<file path="src/rtl/store_buffer_pkg.sv">
// Shared sizing constants for the MEM-stage store buffer.
// Contents:
//   SB_DEPTH - number of buffered stores (power of two, >= 2)
//   WORD_AW  - word-address width (byte address bits [31:2])
//   WORD_DW  - store data width
package store_buffer_pkg;

  localparam int SB_DEPTH = 4;
  localparam int WORD_AW  = 30;
  localparam int WORD_DW  = 32;

endpackage

</file>
<file path="src/rtl/store_buffer_sb_match.sv">
// Age-ordered priority matcher for store-to-load forwarding.
// Walks the entries from oldest (rd index) to youngest, so a later match
// overrides an earlier one and the youngest matching store wins.
// Ports:
//   valid_i    - per-entry valid bits
//   addr_i     - per-entry word addresses
//   data_i     - per-entry store data
//   rd_idx_i   - slot index of the oldest entry
//   ld_addr_i  - load word address to search for
//   hit_o      - some valid entry matches ld_addr_i
//   data_o     - data of the youngest match, 0 when no match
module sb_match
  import store_buffer_pkg::*;
#(
  parameter int DEPTH = SB_DEPTH,
  parameter int AW    = WORD_AW,
  parameter int DW    = WORD_DW,
  parameter int IW    = $clog2(DEPTH)
) (
  input  logic [DEPTH-1:0] valid_i,
  input  logic [AW-1:0]    addr_i [DEPTH],
  input  logic [DW-1:0]    data_i [DEPTH],
  input  logic [IW-1:0]    rd_idx_i,
  input  logic [AW-1:0]    ld_addr_i,
  output logic             hit_o,
  output logic [DW-1:0]    data_o
);

  logic [IW-1:0] idx_s;

  // Oldest-to-youngest scan; DEPTH is a power of two so the index add wraps.
  always_comb begin
    hit_o  = 1'b0;
    data_o = {DW{1'b0}};
    idx_s  = rd_idx_i;
    for (int k = 0; k < DEPTH; k++) begin
      idx_s = rd_idx_i + IW'(k);
      if (valid_i[idx_s] && (addr_i[idx_s] == ld_addr_i)) begin
        hit_o  = 1'b1;
        data_o = data_i[idx_s];
      end else begin
        hit_o  = hit_o;
        data_o = data_o;
      end
    end
  end

endmodule

</file>
<file path="src/rtl/store_buffer.sv">
// MEM-stage store buffer: FIFO of word stores drained to the D-cache, with
// store-to-load forwarding for younger loads.
// Ports:
//   clk_i, rst_i              - clock, async active-high reset
//   st_valid_i/addr_i/data_i  - store from the MEM stage
//   ld_valid_i/addr_i         - load from the MEM stage
//   ld_hit_o, ld_data_o       - forwarding result (youngest match)
//   sb_stall_o                - store could not be accepted this cycle
//   mem_write_o/addr_o/wdata_o- drain request carrying the head entry
//   mem_stall_i               - D-cache did not take the request
//   sb_empty_o                - buffer holds no stores
module store_buffer
  import store_buffer_pkg::*;
#(
  parameter int DEPTH = SB_DEPTH,
  parameter int AW    = WORD_AW,
  parameter int DW    = WORD_DW
) (
  input  logic          clk_i,
  input  logic          rst_i,
  input  logic          st_valid_i,
  input  logic [AW-1:0] st_addr_i,
  input  logic [DW-1:0] st_data_i,
  input  logic          ld_valid_i,
  input  logic [AW-1:0] ld_addr_i,
  output logic          ld_hit_o,
  output logic [DW-1:0] ld_data_o,
  output logic          sb_stall_o,
  output logic          mem_write_o,
  output logic [AW-1:0] mem_addr_o,
  output logic [DW-1:0] mem_wdata_o,
  input  logic          mem_stall_i,
  output logic          sb_empty_o
);

  localparam int IW = $clog2(DEPTH);
  localparam int PW = IW + 1;

  logic [PW-1:0]    wr_ptr_q, wr_ptr_d;
  logic [PW-1:0]    rd_ptr_q, rd_ptr_d;
  logic [DEPTH-1:0] valid_q, valid_d;
  logic [AW-1:0]    addr_q [DEPTH];
  logic [DW-1:0]    data_q [DEPTH];

  logic [IW-1:0] wr_idx_s, rd_idx_s;
  logic          empty_s, full_s, retire_s, accept_s;
  logic          match_hit_s;
  logic [DW-1:0] match_data_s;

  assign wr_idx_s = wr_ptr_q[IW-1:0];
  assign rd_idx_s = rd_ptr_q[IW-1:0];
  assign empty_s  = (wr_ptr_q == rd_ptr_q);
  // Same slot, opposite lap: every slot holds a pending store.
  assign full_s   = (wr_idx_s == rd_idx_s) && (wr_ptr_q[IW] != rd_ptr_q[IW]);

  assign mem_write_o = !empty_s;
  assign mem_addr_o  = addr_q[rd_idx_s];
  assign mem_wdata_o = data_q[rd_idx_s];
  assign sb_empty_o  = empty_s;

  assign retire_s   = mem_write_o && !mem_stall_i;
  // A retiring head frees a slot in the same cycle, so a full buffer still takes the store.
  assign accept_s   = st_valid_i && (!full_s || retire_s);
  assign sb_stall_o = st_valid_i && full_s && !retire_s;

  // Next pointers and valid bits; when full, retire and accept share a slot so accept is applied last.
  always_comb begin
    wr_ptr_d = wr_ptr_q;
    rd_ptr_d = rd_ptr_q;
    valid_d  = valid_q;
    if (retire_s) begin
      rd_ptr_d           = rd_ptr_q + PW'(1);
      valid_d[rd_idx_s]  = 1'b0;
    end else begin
      rd_ptr_d = rd_ptr_q;
    end
    if (accept_s) begin
      wr_ptr_d           = wr_ptr_q + PW'(1);
      valid_d[wr_idx_s]  = 1'b1;
    end else begin
      wr_ptr_d = wr_ptr_q;
    end
  end

  // Pointer, valid and entry storage registers; reset discards all pending stores.
  always_ff @(posedge clk_i or posedge rst_i) begin
    if (rst_i) begin
      wr_ptr_q <= {PW{1'b0}};
      rd_ptr_q <= {PW{1'b0}};
      valid_q  <= {DEPTH{1'b0}};
      for (int i = 0; i < DEPTH; i++) begin
        addr_q[i] <= {AW{1'b0}};
        data_q[i] <= {DW{1'b0}};
      end
    end else begin
      wr_ptr_q <= wr_ptr_d;
      rd_ptr_q <= rd_ptr_d;
      valid_q  <= valid_d;
      if (accept_s) begin
        addr_q[wr_idx_s] <= st_addr_i;
        data_q[wr_idx_s] <= st_data_i;
      end
    end
  end

  sb_match #(
    .DEPTH (DEPTH),
    .AW    (AW),
    .DW    (DW),
    .IW    (IW)
  ) u_match (
    .valid_i   (valid_q),
    .addr_i    (addr_q),
    .data_i    (data_q),
    .rd_idx_i  (rd_idx_s),
    .ld_addr_i (ld_addr_i),
    .hit_o     (match_hit_s),
    .data_o    (match_data_s)
  );

  // Forwarding result only counts for a load in flight; data is zeroed on a miss.
  assign ld_hit_o  = ld_valid_i && match_hit_s;
  assign ld_data_o = ld_hit_o ? match_data_s : {DW{1'b0}};

endmodule
</file>
<file path="config.mk">
export PLATFORM = sky130hd
export DESIGN_NAME = store_buffer
export DESIGN_NICKNAME = d
export VERILOG_FILES = /design/src/rtl/store_buffer_pkg.sv /design/src/rtl/store_buffer_sb_match.sv /design/src/rtl/store_buffer.sv
export SDC_FILE = /design/constraint.sdc
export NUM_CORES = 1
export LEC_CHECK = 0
export BUFFER_PORTS_ARGS = -buffer_cell sky130_fd_sc_hd__buf_2
export CORE_UTILIZATION = 55
export CTS_CLUSTER_DIAMETER = 60
export DETAILED_ROUTE_END_ITERATION = 12
export GPL_TIMING_DRIVEN = 0
export MAX_ROUTING_LAYER = met4
export PLACE_DENSITY = 0.85
export SETUP_SLACK_MARGIN = 0.05
export SKIP_LAST_GASP = 1
export SLEW_MARGIN = 20
export SYNTH_ARGS = -nofsm -noshare
export SYNTH_HDL_FRONTEND = slang
export SYNTH_SLANG_ARGS = --single-unit
</file>
<file path="constraint.sdc">
create_clock -name clk_i -period 7.6 [get_ports clk_i]
set_clock_uncertainty 0.1 [all_clocks]
set_input_delay 0.38 -clock clk_i [delete_from_list [all_inputs] [get_ports clk_i]]
set_output_delay 0.38 -clock clk_i [all_outputs]
set_load 0.02 [all_outputs]
</file>
## Word level (Yosys, flattened, before mapping)

Cells that the tools add are included.

| word-level totals | value |
|---|---|
| register bits after elaboration | 258 |
| bits of input ports | 97 |
| output and inout port bits | 98 |
| logic and storage cells | 115 |

| operators by class | value |
|---|---|
| add/subtract/negate cells | 5 |
| order comparisons | 13 |
| equality and inequality tests | 7 |
| muxes and demuxes | 53 |
| bitwise operators | 8 |
| reductions and logical operators | 18 |

Operators by type and width:

| cell | number |
|---|---|
| $mux W32 | 14 |
| $mux W30 | 9 |
| $bmux W32 S2 | 4 |
| $bmux W30 S2 | 4 |
| $bwmux W128 | 1 |
| $bwmux W120 | 1 |
| $eq A30 B30 Y1 | 4 |
| $demux W32 S2 | 1 |
| $demux W30 S2 | 1 |
| $ge A3 B3 Y1 const B | 5 |
| $lt A2 B3 Y1 const B | 5 |
| $not A2 Y3 | 5 |
| $logic_and A1 B1 Y1 | 13 |
| $mux W1 | 10 |
| $bmux W1 S2 | 4 |
| $mux W4 | 2 |
| $add A3 B1 Y3 const B | 2 |
| $add A2 B2 Y2 const B | 2 |
| $and A4 B4 Y4 | 1 |
| $demux W1 S2 | 2 |
| $ge A2 B1 Y1 const B | 2 |
| $logic_not A1 Y1 | 4 |
| $not A4 Y4 | 1 |
| $or A4 B4 Y4 | 1 |
| other kinds (6) | 6 |

## Logic depth before layout (Yosys ltp)

Gate-level depths: netlist of run 1.

| logic depth | value |
|---|---|
| depth after elaboration | 12 |
| gate-level depth with buffers | 20 |
| gate-level depth less buffers | 10 |

## Hierarchy

Synthesis of run 1 repeated with hierarchy kept, for this count alone.

| unflattened totals | value |
|---|---|
| cell total of the unflattened synthesis | 1723 |
| area, all modules | 19527.5 um^2 |

By module, submodules not included:

| module | instances | cells an instance | area an instance (um^2) |
|---|---|---|---|
| store_buffer | 1 | 703 | 11659.9 |
| sb_match | 1 | 1020 | 7867.5 |

## Worst setup path before layout of run 1

OpenSTA, ideal clock, no wires.

| timing | value |
|---|---|
| path kind | register -> output |
| from | register rd_ptr_q[0] |
| to | output port ld_data_o[11] |
| arrival time | 4578 ps |
| required time | 7120 ps |
| path slack | 2542 ps |
| stages on the path, launching flop included | 19 |
| cell sequence | dfrtp_1 > buf_4 > buf_6 > buf_6 > inv_2 > buf_2 > buf_2 > ha_1 > buf_2 > buf_2 > mux2i_1 > o22ai_1 > or4_1 > nor4_1 > nand4_1 > o32ai_2 > clkbuf_1 > a221oi_1 > nor4_1 |

RTL lines:

| item | line | source |
|---|---|---|
| from (decl) | store_buffer.sv:40 | `logic [PW-1:0] rd_ptr_q, rd_ptr_d;` |
| from (signal assigned) | store_buffer.sv:89 | `rd_ptr_q <= {PW{1'b0}};` |
| from (signal assigned) | store_buffer.sv:97 | `rd_ptr_q <= rd_ptr_d;` |
| $add A2 B2 Y2 * | store_buffer_sb_match.sv:37 | `idx_s = rd_idx_i + IW'(k);` |
| via u_match.idx_s[0] | store_buffer_sb_match.sv:29 | `logic [IW-1:0] idx_s;` |
| $not A2 Y3 (implied by the code) | store_buffer_sb_match.sv:38, store_buffer_sb_match.sv:40 |  |
| $bmux W30 S2 | store_buffer_sb_match.sv:38 | `if (valid_i[idx_s] && (addr_i[idx_s] == ld_addr_i)) begin` |
| $mux W30 (implied by the code) (2 in series) | store_buffer_sb_match.sv:38 |  |
| $eq A30 B30 Y1 | store_buffer_sb_match.sv:38 |  |
| $logic_and A1 B1 Y1 | store_buffer_sb_match.sv:38 |  |
| $mux W1 | store_buffer_sb_match.sv:38 |  |
| $logic_and A1 B1 Y1 | store_buffer.sv:122 | `assign ld_hit_o = ld_valid_i && match_hit_s;` |
| $mux W32 * | store_buffer.sv:123 | `assign ld_data_o = ld_hit_o ? match_data_s : {DW{1'b0}};` |
| to (decl) | store_buffer.sv:27 | `output logic [DW-1:0] ld_data_o,` |

The timed path passes the listed nets; every way through them passes the cells marked *. The select of a mux whose other input is x is not followed.

## Worst setup path in the final report of run 1

| timing | value |
|---|---|
| from | register rd_ptr_q[0] |
| to | output port ld_data_o[28] |

The elaborated chain is that of the path after synthesis.

==> flow_summary.ini, run 1 <==
[outcome]
outcome = finished with violations
failed_checks = negative setup slack

[floorplanning]
ios = 195
start_util_pct = 55.70
die_w_um = 188.8
fp.coreArea_um2 = 34460
die_h_um = 188.8
dieArea_um2 = 35650
rows = 68

[clock_network]
cts_sinks = 258
cts_setup_buffers = 0
ctsRootBufferMaster = clkbuf_16
clock_path_buffers = 3
clk_latency_ns = 0.62
cts_tree = built
clkSlewWorstSetupHoldPaths_ns = 0.06
h-tree-depth = 1
cts_buffers = 31

[yosys]
ys_seq_elements = 258
yosysSeqAreaShare_pct = 33.64
synth.avg_cell_area_um2 = 12.99
netlist_instances = 1478
synth_fp_nets = 1583
syn_area_um2 = 19190
synth_top_area_share_pct = 33.64
yosysWarnings = 0
synth_cell_types = 68
ys.flop_type = dfrtp_1
yosys-top-cells-area = dfrtp_1, mux4_2, mux2_2, mux2i_1, xnor2_1
synthArstFlopShare_pct = 100.0
synth_area_leader_cell = dfrtp_1
synth-edff-count = 0

[place]
dp.final_hpwl_um = 52840
port_buffers = 167
pre_cts_ws_ns = 0.2854
gp_congestion = 1.058

[grt]
grt_overflow = 0
track_usage_pct = 43.58
grt_pass1_vias = 16910
grt_max_degree = 38
grt_pass1_wl_um = 110300
antenna_found_initial = 3

[flow_run]
cap_violations = 0

[sta]
setup-tns-final_ns = -0.05374
rsz0062_at_grt = false
slew_violations = 0
max_freq_mhz = 130.7
finalCritPeriodShare_pct = 100.7
finalHoldViolations = 0
setup-violations-final = 1
tightestPinTransition_ns = 1.324
finalCriticalPeriod_ns = 7.654
worst_slack_ns = -0.05374
relSlewSlack_pct = 11.71

[setup_path]
cp_max_fo = 11
reg2reg_to = rd_ptr_q[1]$_DFFE_PP0P_
end_kind = output port
critPathArrivalTime_ns = 7.17
r2r_start = rd_ptr_q[0]$_DFFE_PP0P_
critPathLaunchType = flop
worstSetupPathType = flop to output port
r2r_cells = 15
cp.required_ns = 7.12
ff2ff_setup_slack_ns = 2.37
cp-startpoint = rd_ptr_q[0]$_DFFE_PP0P_
crit_end = ld_data_o[28]

[detailed_routing]
dr.first_iter.drc_count = 2239
drt-total-wl_um = 75160
drc_errors = 0
viasPerCell = 7.517
drt_first_pass_iters = 6
postRouteAntennaNets = 0
num_vias = 16760
wl_per_cell_um = 33.71

[finish]
fin_util_pct = 65.49
fin_nets = 1853
layout_common_cells = dfrtp_1, mux2_2, mux4_2
syn_to_final_growth_pct = 17.58
drive_gt1_share_pct = 43.57
layout_commonest_cell = dfrtp_1

[hold_path]
hp-class = input pin to flop
min-delay-start = st_valid_i

[pwr]
power_density_nw_per_um2 = 592.4
power_leakage_nw = 8.853
switching_share_pct = 47.42
p_int_mw = 7.030
power.share.clock_pct = 11.5
p_sw_mw = 6.340
max-vdd-ir-drop_v = 0.0003630
seq_power_share_pct = 23.2
p_comb_share_pct = 65.3
flip-flops by register name, summed over array words and instances, names as in the netlist:
name and count:
wr_ptr_q 3, valid_q 4, addr_q 120, data_q 128
rd_ptr_q 3
layer usage:
layer	global-route usage, %	vias up	routed length, µm
li1	-	6467	-
met1	55.85	8404	27240
met2	64.45	1505	33510
met3	11.47	387	9431
met4	21.09	0	4989
met5	-	-	0
how the worst min path moves through the flow:
stage | end | slack, ns | cells past startpoint
after floorplan | rd_ptr_q[2]$_DFFE_PP0P_ | 0.36 | 1
after global placement | wr_ptr_q[2]$_DFFE_PP0P_ | 0.38 | 1
after detailed placement | addr_q[43]$_DFFE_PP0P_ | 0.36 | 2
after CTS | wr_ptr_q[0]$_DFFE_PP0P_ | 0.11 | 4
after global routing | rd_ptr_q[0]$_DFFE_PP0P_ | 0.16 | 3
final | wr_ptr_q[0]$_DFFE_PP0P_ | 0.13 | 4
Yosys cell counts (all sizes together), types with 5 or more instances:
master,instances
nand4,23
o21ai,13
xor2,12
nor3,6
nand3,13
nor2b,5
xnor2,94
a211oi,6
ha,8
inv,20
buf,64
mux2,260
mux4,206
nand2b,7
nor2,24
nor4,73
nand2,55
a22oi,6
mux2i,85
a21oi,11
o22ai,12
clkbuf,86
dfrtp,258
a221oi,39
o31ai,32
stage by stage:
| stage | std cells | area, µm² | hold WS (ns) | power [mW] |
|---|---|---|---|---|
| after floorplan | 1478 | 19200 | 0.3648 | 8.740 |
| after global placement | 2100 | 20600 | 0.3830 | 11.12 |
| after detailed placement | 2108 | 20770 | 0.3609 | 11.34 |
| after CTS | 2228 | 22480 | 0.1133 | 12.97 |
| after global routing | 2230 | 22570 | 0.1575 | 13.74 |
| final | 2230 | 22570 | 0.1309 | 13.37 |
power groups by stage:
stage	Clock, mW	Combinational, mW	Sequential (mW)
2_1_floorplan	0	6.09	2.65
3_3_place_gp	0	8.22	2.90
3_5_place_dp	0	8.32	3.02
4_1_cts	1.52	8.44	3.01
5_1_grt	1.57	9.00	3.17
6_report	1.53	8.73	3.10
layout make-up:
| class | count | area (µm²) |
|---|---|---|
| Antenna cell | 3 | 7.507 |
| Sequential cell | 258 | 6456 |
| Inverter | 20 | 78.83 |
| Clock inverter | 17 | 186.4 |
| Multi-Input combinational cell | 1050 | 12020 |
| Buffer | 149 | 769.5 |
| Fill cell | 2447 | 11890 |
| Timing Repair Buffer | 238 | 1634 |
| Tap cell | 455 | 569.3 |
| Clock buffer | 40 | 849.6 |
repair_timing:
item                                   CTS  global route
hold buffers                            63             0
gates cloned                             0             0
setup endpoints to repair               31            31
gates resized for setup                  9            20
endpoints found under the hold margin  265             0
critical path: stages, from the launching register on:
cell      delay (ns)
dfrtp_1         0.40
buf_4           0.22
buf_6           0.19
buf_6           0.18
inv_2           0.19
buf_2           0.31
buf_2           0.44
ha_1            0.31
buf_2           0.28
buf_6           0.25
buf_6           0.25
clkbuf_4        0.33
mux4_2          0.36
xnor2_1         0.44
nor4b_2         0.36
nand4_1         0.40
nor2_2          0.39
clkbuf_2        0.34
nor4_1          0.11
nor4_1          0.47
buf_2           0.27
kinds of logic after synthesis:
logic type	count (synthesis)	share of synthesized area [%]
buf+inv	170	4.329
simple gates	229	6.493
fa+ha+maj	8	0.5215
flops	258	33.64
compound gates	156	6.304
xor+xnor	106	4.837
mux	551	43.88
Note: power is estimated with default switching activity, not from simulation.
==> run 2, diff against run 1 <==
Settings changed: PLACE_DENSITY 0.85 to 0.82.
Clock period 7.6 ns to 8.9 ns, I/O delays scaled along.
==> run 2 against run 1 <==
Against the previous run: the flow now finishes without violations; core utilization fell by 1.9 points; power is 14% lower; routed wire length down 1.8%; combinational power shrank 16%; die area unchanged; count of clock-buffer cells in the layout is 9 higher; critical path depth rose by 1; global-route usage fell by 0.22 points; largest power group unchanged.
==> flow_summary.ini, run 2 (synthesis gave the netlist of run 1 again) <==
[outcome]
outcome = finished, final reports clean

[grt]
track_usage_pct = 43.36
antenna_found_initial = 2
grt_max_degree = 97
grt_pass1_vias = 16240
grt_overflow = 0
grt_pass1_wl_um = 108800

[place]
port_buffers = 167
dp.final_hpwl_um = 52980
gp_congestion = 1.035
postPlaceCellArea_um2 = 20660

[setup_path]
cp_max_fo = 11
crit_family = buffers and inverters
end_kind = output port
worstSetupPathType = flop to output port
max_stage_delay_ns = 0.59
worst-path-buf-inv = 12
critPathLaunchType = flop
cp.required_ns = 8.36
critPathArrivalTime_ns = 7.77
crit_chain = buf_4 -> buf_6 -> buf_6 -> inv_2 -> buf_2 -> buf_2 -> ha_1 -> buf_2 -> buf_6 -> buf_6 -> buf_2 -> mux4_2 -> xnor2_1 -> nand4_1 -> nor4_1 -> nand4_1 -> o32ai_2 -> nor3_1 -> buf_2 -> nor4_1 -> buf_2
cpMaxStageDelayCell = nor4_1
crit_top_cell = buf_2

[finish]
layout_common_cells = dfrtp_1, mux2_2, mux4_2
top_regs = data_q (128), addr_q (120), valid_q (4)
fin_nets = 1792
largest_reg_flops = 128
syn_to_final_growth_pct = 14.08
layout_commonest_cell = dfrtp_1
stdcell_area_um2 = 21900
top_register = data_q
drive_gt1_share_pct = 44.11

[sta]
holdWs_ns = 0.03186
finalCriticalPeriod_ns = 8.313
finalHoldViolations = 0
tightestPinTransition_ns = 1.163
slew_violations = 0
finalCritPeriodShare_pct = 93.41
setup-violations-final = 0
max_freq_mhz = 120.3
relSlewSlack_pct = 22.50
rsz0062_at_grt = false

[floorplanning]
die_w_um = 188.8
rows = 68
ios = 195
dieArea_um2 = 35650
start_util_pct = 55.70
fp.coreArea_um2 = 34460
die_h_um = 188.8

[detailed_routing]
viasPerCell = 7.503
drt_first_pass_iters = 6
num_vias = 16300
drc_errors = 0
drt-total-wl_um = 73780
wl_per_cell_um = 33.97
dr.first_iter.drc_count = 2033
postRouteAntennaNets = 0

[pwr]
power_density_nw_per_um2 = 522.1
max-vdd-ir-drop_v = 0.0002740
power_leakage_nw = 8.624
p_total_mw = 11.43

[clock_network]
clk_latency_ns = 0.58
cts_tree = built
clkSlewWorstSetupHoldPaths_ns = 0.06
ctsRootBufferMaster = clkbuf_16
cts_sinks = 258
cts_buffers = 37
h-tree-depth = 2
clock_path_buffers = 3

[hold_path]
hp-class = input pin to flop

[flow_run]
cap_violations = 0
==> run 2: cell count changes in the layout (fill, tap and decap cells not counted), moves of 6 or more <==
| cell | delta |
|---|---|
| nor4_1 | +7 |
| dlygate4sd3_1 | -62 |
| clkbuf_16 | +6 |
| buf_12 | -7 |
| nor4_2 | -7 |
==> run 2: worst register-to-register path, stage by stage (launching register included) <==
cell and delay (ns):
dfrtp_1 0.37, buf_4 0.28, buf_6 0.28, buf_6 0.23, inv_2 0.11, buf_2 0.23
buf_2 0.30, ha_1 0.43, buf_2 0.26, buf_4 0.37, buf_4 0.34, buf_4 0.35
buf_1 0.71, clkbuf_1 0.67, nand2_1 0.17, o21ai_0 0.13
==> run 2: power by group <==
part | leakage (nW) | switching [mW] | internal (mW)
Combinational | 4.97 | 3.92 | 3.42
Sequential | 3.06 | 0.835 | 1.78
Clock | 0.599 | 0.592 | 0.879
Total | 8.62 | 5.35 | 6.09
==> run 2: what timing repair did <==
item | 4_1_cts | 5_1_grt
hold buffers | 1 | 0
gates resized for setup | 0 | 0
buffers inserted | 0 | 0
endpoints found under the hold margin | 73 | 0
==> run 2: layout make-up <==
type | count | area (µm²)
plain buffers | 150 | 758.2
diodes | 3 | 7.507
clock inverters | 17 | 193.9
inverters | 20 | 82.58
repair buffers | 170 | 900.9
well taps | 455 | 569.3
flip-flops and latches | 258 | 6456
multi-input cells | 1050 | 11910
clock buffers | 49 | 1021
fillers | 2596 | 12560
==> run 2: through the flow <==
| stage | utilization, % | worst slack [ns] | std cells | setup TNS [ns] |
|---|---|---|---|---|
| after detailed placement | 59.96 | 1.623 | 2102 | 0 |
| after CTS | 63.52 | 0.9775 | 2169 | 0 |
| final | 63.54 | 0.5867 | 2172 | 0 |
| after floorplan | - | 1.257 | 1478 | 0 |
| after global routing | 63.54 | 0.6521 | 2171 | 0 |
| after global placement | 59.78 | -1.400 | 2100 | -352.11 |
==> run 2: metal layers <==
layer | routed length, µm | global-route usage (%)
met1 | 28360 | 57.54
met4 | 4018 | 19.23
met5 | 0 | -
met3 | 8429 | 10.64
met2 | 32970 | 63.32
==> run 2: path summary, 6_finish.rpt <==
| kind | start | cells after the start | slack [ns] | to |
|---|---|---|---|---|
| hold reg to reg | rd_ptr_q[2]$_DFFE_PP0P_ | 1 | 0.40 | rd_ptr_q[2]$_DFFE_PP0P_ |
| min in group asynchronous | rst_i | 3 | 0.38 | addr_q[26]$_DFFE_PP0P_ |
| setup reg to reg | rd_ptr_q[0]$_DFFE_PP0P_ | 15 | 3.49 | rd_ptr_q[1]$_DFFE_PP0P_ |
| max in group asynchronous | rst_i | 4 | 7.33 | data_q[35]$_DFFE_PP0P_ |
| setup / recovery | rd_ptr_q[0]$_DFFE_PP0P_ | 21 | 0.59 | ld_data_o[29] |
| hold / removal | st_data_i[16] | 2 | 0.03 | data_q[112]$_DFFE_PP0P_ |
